==> src/rtl/if_fetch_pkg.sv <==
// Shared CPU constants: instruction encodings, bus widths and pipeline-wide values
// used by the fetch stage and its neighbours.
package if_fetch_pkg;
   localparam int CPU_ADDR_W = 30;
   localparam int CPU_DATA_W = 32;

   // addi x0, x0, 0 -- canonical no-op placed in empty pipeline slots
   localparam logic [CPU_DATA_W-1:0] ISA_NOP = 32'h0000_0013;

   localparam int PIPE_STAGES   = 5;
   localparam int BRANCH_DELAY  = 1;
endpackage

==> src/rtl/if_fetch_pc_sel.sv <==
// Next-PC mux: flush restart, taken branch, pending branch, then sequential increment.
// Kept standalone so a predictor can later feed it without touching the fetch FSM.
module if_pc_sel #(
   parameter int ADDR_W = 30
) (
   input  logic              flush,
   input  logic [ADDR_W-1:0] new_pc,
   input  logic              br_taken,
   input  logic [ADDR_W-1:0] br_addr,
   input  logic              br_pend,
   input  logic [ADDR_W-1:0] br_pend_addr,
   input  logic [ADDR_W-1:0] pc,
   output logic [ADDR_W-1:0] next_pc
);
   always_comb begin
      next_pc = pc + ADDR_W'(1);
      if (flush)
         next_pc = new_pc;
      else if (br_taken)
         next_pc = br_addr;
      else if (br_pend)
         next_pc = br_pend_addr;
   end
endmodule

==> src/rtl/if_fetch.sv <==
// Instruction-fetch stage: PC register, single-master read handshake, stall hold
// buffer, pending delayed-branch capture and the IF/ID pipeline register.
module if_fetch
   import if_fetch_pkg::*;
#(
   parameter int               ADDR_W   = CPU_ADDR_W,
   parameter int               DATA_W   = CPU_DATA_W,
   parameter logic [ADDR_W-1:0] RESET_PC = '0
) (
   input  logic              clk,
   input  logic              reset,
   input  logic              stall,
   input  logic              flush,
   input  logic [ADDR_W-1:0] new_pc,
   input  logic              br_taken,
   input  logic [ADDR_W-1:0] br_addr,
   output logic              bus_req,
   output logic [ADDR_W-1:0] bus_addr,
   input  logic              bus_rdy,
   input  logic [DATA_W-1:0] bus_rd_data,
   output logic [ADDR_W-1:0] if_pc,
   output logic [DATA_W-1:0] if_insn,
   output logic              if_en,
   output logic              busy
);
   localparam logic [0:0] ST_FETCH = 1'b0;
   localparam logic [0:0] ST_HOLD  = 1'b1;
   localparam logic [DATA_W-1:0] NOP = DATA_W'(ISA_NOP);

   logic [0:0]        state_reg;
   logic [ADDR_W-1:0] pc_reg;
   logic [ADDR_W-1:0] hold_pc_reg;
   logic [DATA_W-1:0] hold_insn_reg;
   logic              br_pend_reg;
   logic [ADDR_W-1:0] br_pend_addr_reg;
   logic [ADDR_W-1:0] if_pc_reg;
   logic [DATA_W-1:0] if_insn_reg;
   logic              if_en_reg;

   logic              br_taken_eff;
   logic [ADDR_W-1:0] pc_next;

   // A stalled ID stage did not really resolve the branch it is showing.
   assign br_taken_eff = br_taken & ~stall;

   if_pc_sel #(.ADDR_W(ADDR_W)) u_pc_sel (
      .flush        (flush),
      .new_pc       (new_pc),
      .br_taken     (br_taken_eff),
      .br_addr      (br_addr),
      .br_pend      (br_pend_reg),
      .br_pend_addr (br_pend_addr_reg),
      .pc           (pc_reg),
      .next_pc      (pc_next)
   );

   assign bus_req  = (state_reg == ST_FETCH) & ~reset;
   assign bus_addr = pc_reg;
   assign busy     = bus_req & ~bus_rdy;
   assign if_pc    = if_pc_reg;
   assign if_insn  = if_insn_reg;
   assign if_en    = if_en_reg;

   always_ff @(posedge clk) begin
      if (reset) begin
         state_reg        <= ST_FETCH;
         pc_reg           <= RESET_PC;
         br_pend_reg      <= 1'b0;
         br_pend_addr_reg <= '0;
         hold_pc_reg      <= '0;
         hold_insn_reg    <= NOP;
         if_pc_reg        <= '0;
         if_insn_reg      <= NOP;
         if_en_reg        <= 1'b0;
      end else if (flush) begin
         state_reg   <= ST_FETCH;
         pc_reg      <= pc_next;
         br_pend_reg <= 1'b0;
         if_pc_reg   <= '0;
         if_insn_reg <= NOP;
         if_en_reg   <= 1'b0;
      end else if (state_reg == ST_FETCH) begin
         if (bus_rdy) begin
            if (!stall) begin
               if_pc_reg   <= pc_reg;
               if_insn_reg <= bus_rd_data;
               if_en_reg   <= 1'b1;
               pc_reg      <= pc_next;
               br_pend_reg <= 1'b0;
            end else begin
               // Park the completed word so the stall costs no refetch.
               hold_pc_reg   <= pc_reg;
               hold_insn_reg <= bus_rd_data;
               state_reg     <= ST_HOLD;
            end
         end else if (!stall) begin
            if_insn_reg <= NOP;
            if_en_reg   <= 1'b0;
            if (br_taken_eff) begin
               br_pend_reg      <= 1'b1;
               br_pend_addr_reg <= br_addr;
            end
         end
      end else if (!stall) begin
         if_pc_reg   <= hold_pc_reg;
         if_insn_reg <= hold_insn_reg;
         if_en_reg   <= 1'b1;
         pc_reg      <= pc_next;
         br_pend_reg <= 1'b0;
         state_reg   <= ST_FETCH;
      end
   end
endmodule

==> config.mk <==
export PLATFORM = sky130hd
export DESIGN_NAME = if_fetch
export DESIGN_NICKNAME = d
export VERILOG_FILES = /design/src/rtl/if_fetch_pkg.sv /design/src/rtl/if_fetch_pc_sel.sv /design/src/rtl/if_fetch.sv
export SDC_FILE = /design/constraint.sdc
export NUM_CORES = 1
export LEC_CHECK = 0
export BUFFER_PORTS_ARGS = -buffer_cell sky130_fd_sc_hd__buf_2
export CELL_PAD_IN_SITES_DETAIL_PLACEMENT = 0
export CELL_PAD_IN_SITES_GLOBAL_PLACEMENT = 1
export CORE_UTILIZATION = 35
export DETAILED_ROUTE_END_ITERATION = 10
export PLACE_DENSITY = 0.76
export SYNTH_ARGS = -nofsm -noshare
export SYNTH_HDL_FRONTEND = slang
export SYNTH_SLANG_ARGS = --single-unit
==> constraint.sdc <==
create_clock -name clk -period 3.1 [get_ports clk]
set_input_delay 0.465 -clock clk [delete_from_list [all_inputs] [get_ports clk]]
set_output_delay 0.465 -clock clk [all_outputs]
set_load 0.01 [all_outputs]
==> impl_metrics.py <==
metrics = {
    "floorplan": {
        "initial_utilization_pct": 35.7,
        "die-area_um2": 25400,
        "io_pins": 193,
        "die_w_um": 159,
        "fp.dieH_um": 159,
        "core_um2": 24300,
        "row_count": 57,
    },
    "route": {
        "routed-via-count": 8519,
        "drt_iter0_drc": 679,
        "routed_wl_mm": 28.6,
        "drc_errors": 0,
        "ant_nets": 0,
        "vias_per_cell": 5.29,
        "dr.pass1.iters": 5,
        "route.detailed.wl_per_inst_um": 17.8,
    },
    "logic_synthesis": {
        "synth_edf_count": 0,
        "ys_ff_latch": 187,
        "yosysMostFrequentCell": "nand2_1",
        "synth_flop_cell": "dfxtp_1",
        "synthCells": 1131,
        "syn-num-nets": 1230,
        "synth.top_cell.area_share_pct": 43.1,
        "yosys-top-cells-area": "dfxtp_1 43%, nand2_1 11%, a21oi_1 9.5%",
        "yosys.cell_types.count": 58,
        "ys_seq_area_share_pct": 43.1,
        "netlist_area_um2": 8680,
        "postSynth.asyncResetShare_pct": 0,
        "ys.warnings.count": 0,
        "synth_largest_area_cell": "dfxtp_1",
        "synth.avg_cell_area_um2": 7.68,
        "netlist_top_cells_count": "264 x nand2_1, 187 x dfxtp_1, 164 x a21oi_1",
    },
    "setup_path": {
        "cp.arrival_ns": 2.79,
        "reg2reg_depth": 7,
        "end_kind": "register",
        "worst_setup_path_start_kind": "register",
        "crit_fanout": 11,
        "crit_type": "register to register",
        "cp.required_ns": 3.44,
    },
    "global_routing": {
        "grt_pass1_wl_mm": 45.0,
        "grt_pass1_vias": 7759,
        "grt_start_max_net_pins": 82,
        "grt_util_all_layers_pct": 22.4,
        "antenna_found_initial": 1,
        "overflow": 0,
    },
    "clock_network": {
        "htree_levels": 4,
        "cts_hold_buf": 0,
        "clock-sinks": 187,
        "cts_tree": "done",
        "clk_latency_ns": 0.43,
        "clk_pin_slew_ns": 0.08,
        "clk_path_buf_depth": 2,
        "post_cts_resized": 0,
        "cts_buffers": 17,
        "root_buffer": "clkbuf_16",
        "post-cts-setup-buffer-count": 0,
    },
    "hold_path": {
        "hold_class": "primary input to register",
        "holdPathStages": 3,
    },
    "timing": {
        "slew_viol_final": 0,
        "finalCritPeriodShare_pct": 79.2,
        "tns_ns": 0,
        "hold_viol": 0,
        "max_freq_ghz": 0.407,
        "setup_viol": 0,
        "rsz0062_at_grt": "no",
        "relSlewSlack_pct": 34.3,
        "fin_hold_ws_ns": 0.269,
        "worstMarginPinSlew_ns": 0.985,
        "min_period_ns": 2.46,
        "clock_skew_ns": 0.0139,
    },
    "power": {
        "ir_drop_mv": 0.331,
        "p_per_area_nw_per_um2": 521,
        "leakage_nw": 3.95,
    },
    "placement": {
        "port_buffers": 192,
        "dp_hpwl_mm": 19.8,
        "gp_congestion": 0.880,
    },
    "run_status": {
        "outcome": "completed",
    },
    "layout": {
        "layout-drive-gt1-share_pct": 21.3,
        "final_nets": 1370,
        "syn2layout_area_growth_pct": 21.3,
        "nFillCells": 2516,
    },
    "job": {
        "drv_cap": 0,
    },
}
layout make-up:
type                       instances  area (µm²)  share of cell area, %
timing repair buffer             221        1190                   11.3
sequential                       187        3750                   35.6
tap                              324         405                   3.85
multi-input combinational        829        4520                   42.9
inverter                          15        56.3                  0.535
clock buffer                      17         425                   4.04
clock inverter                    15         178                   1.69
antenna                            1        2.50                 0.0238
worst max-delay path, cell delays in order (launching register included):
cell      delay, ns
dfxtp_1        0.51
ha_1           0.26
nand4_1        0.42
nor4_1         0.39
buf_4          0.19
nand4_1        0.14
mux2i_1        0.17
a221oi_1       0.28
per-layer routing:
metal / share of wire (%) / track usage [%] / vias to the layer above
li1: - / - / 4228
met1: 49 / 33.7 / 3970
met2: 43 / 32.0 / 295
met3: 6.2 / 3.75 / 26
met4: 2.0 / 7.39 / 0
met5: 0 / 0 / -
final timing paths:
path	to	slack, ns	start
worst min register to register	if_en$_SDFFE_PP0P_	0.45	if_en$_SDFFE_PP0P_
worst min-delay path	hold_insn_reg[19]$_SDFFE_PP0P_	0.27	bus_rd_data[19]
worst max register to register	bus_addr[24]$_SDFFE_PP0P_	0.64	bus_addr[0]$_SDFFE_PP0P_
worst max-delay path	bus_addr[24]$_SDFFE_PP0P_	0.64	bus_addr[0]$_SDFFE_PP0P_
report_power, final:
group / total [W] / internal [W] / switching, W
registers: 0.00259 / 0.00248 / 0.000105
clock network: 0.00223 / 0.00116 / 0.00107
logic: 0.000667 / 0.000253 / 0.000414
logic make-up (layout without fill, tap and decap cells):
| group | count (synthesis) | in the layout | share of synthesized area (%) |
|---|---|---|---|
| AND/OR/NAND/NOR | 462 | 462 | 23.7 |
| AO/OA/AOI/OAI | 305 | 305 | 21.0 |
| flip-flops | 187 | 187 | 43.1 |
| buffers and inverters | 115 | 268 | 5.12 |
| multiplexers | 48 | 48 | 5.55 |
| XOR/XNOR | 13 | 13 | 1.31 |
| adder cells (fa/ha/maj) | 1 | 1 | 0.144 |
| other | 0 | 1 | 0 |
per-stage QoR:
stage / total power (W) / cells / area (µm²) / setup WS (ns) / util (%)
floorplan: 0.00300 / 1131 / 8680 / 0.766 / -
global placement: 0.00331 / 1576 / 9920 / 0.740 / 40.8
detailed placement: 0.00331 / 1576 / 9920 / 0.680 / 40.8
CTS: 0.00553 / 1608 / 10500 / 0.674 / 43.3
global route: 0.00571 / 1609 / 10500 / 0.449 / 43.3
finish: 0.00549 / 1609 / 10500 / 0.644 / 43.3
cells in the final DEF, fill, tap and decap left out, types with 17 or more instances in the layout:
cell type,Yosys,routed
buf_4,0,29
nand3b_1,20,20
nor2_1,72,72
dfxtp_1,187,186
o21ai_0,36,36
nand2_1,264,263
clkbuf_16,0,17
nand3_1,28,27
buf_2,4,191
a211oi_1,34,34
mux2i_1,47,47
a21oi_1,164,164
No activity file was read; power rests on OpenSTA's default activity.
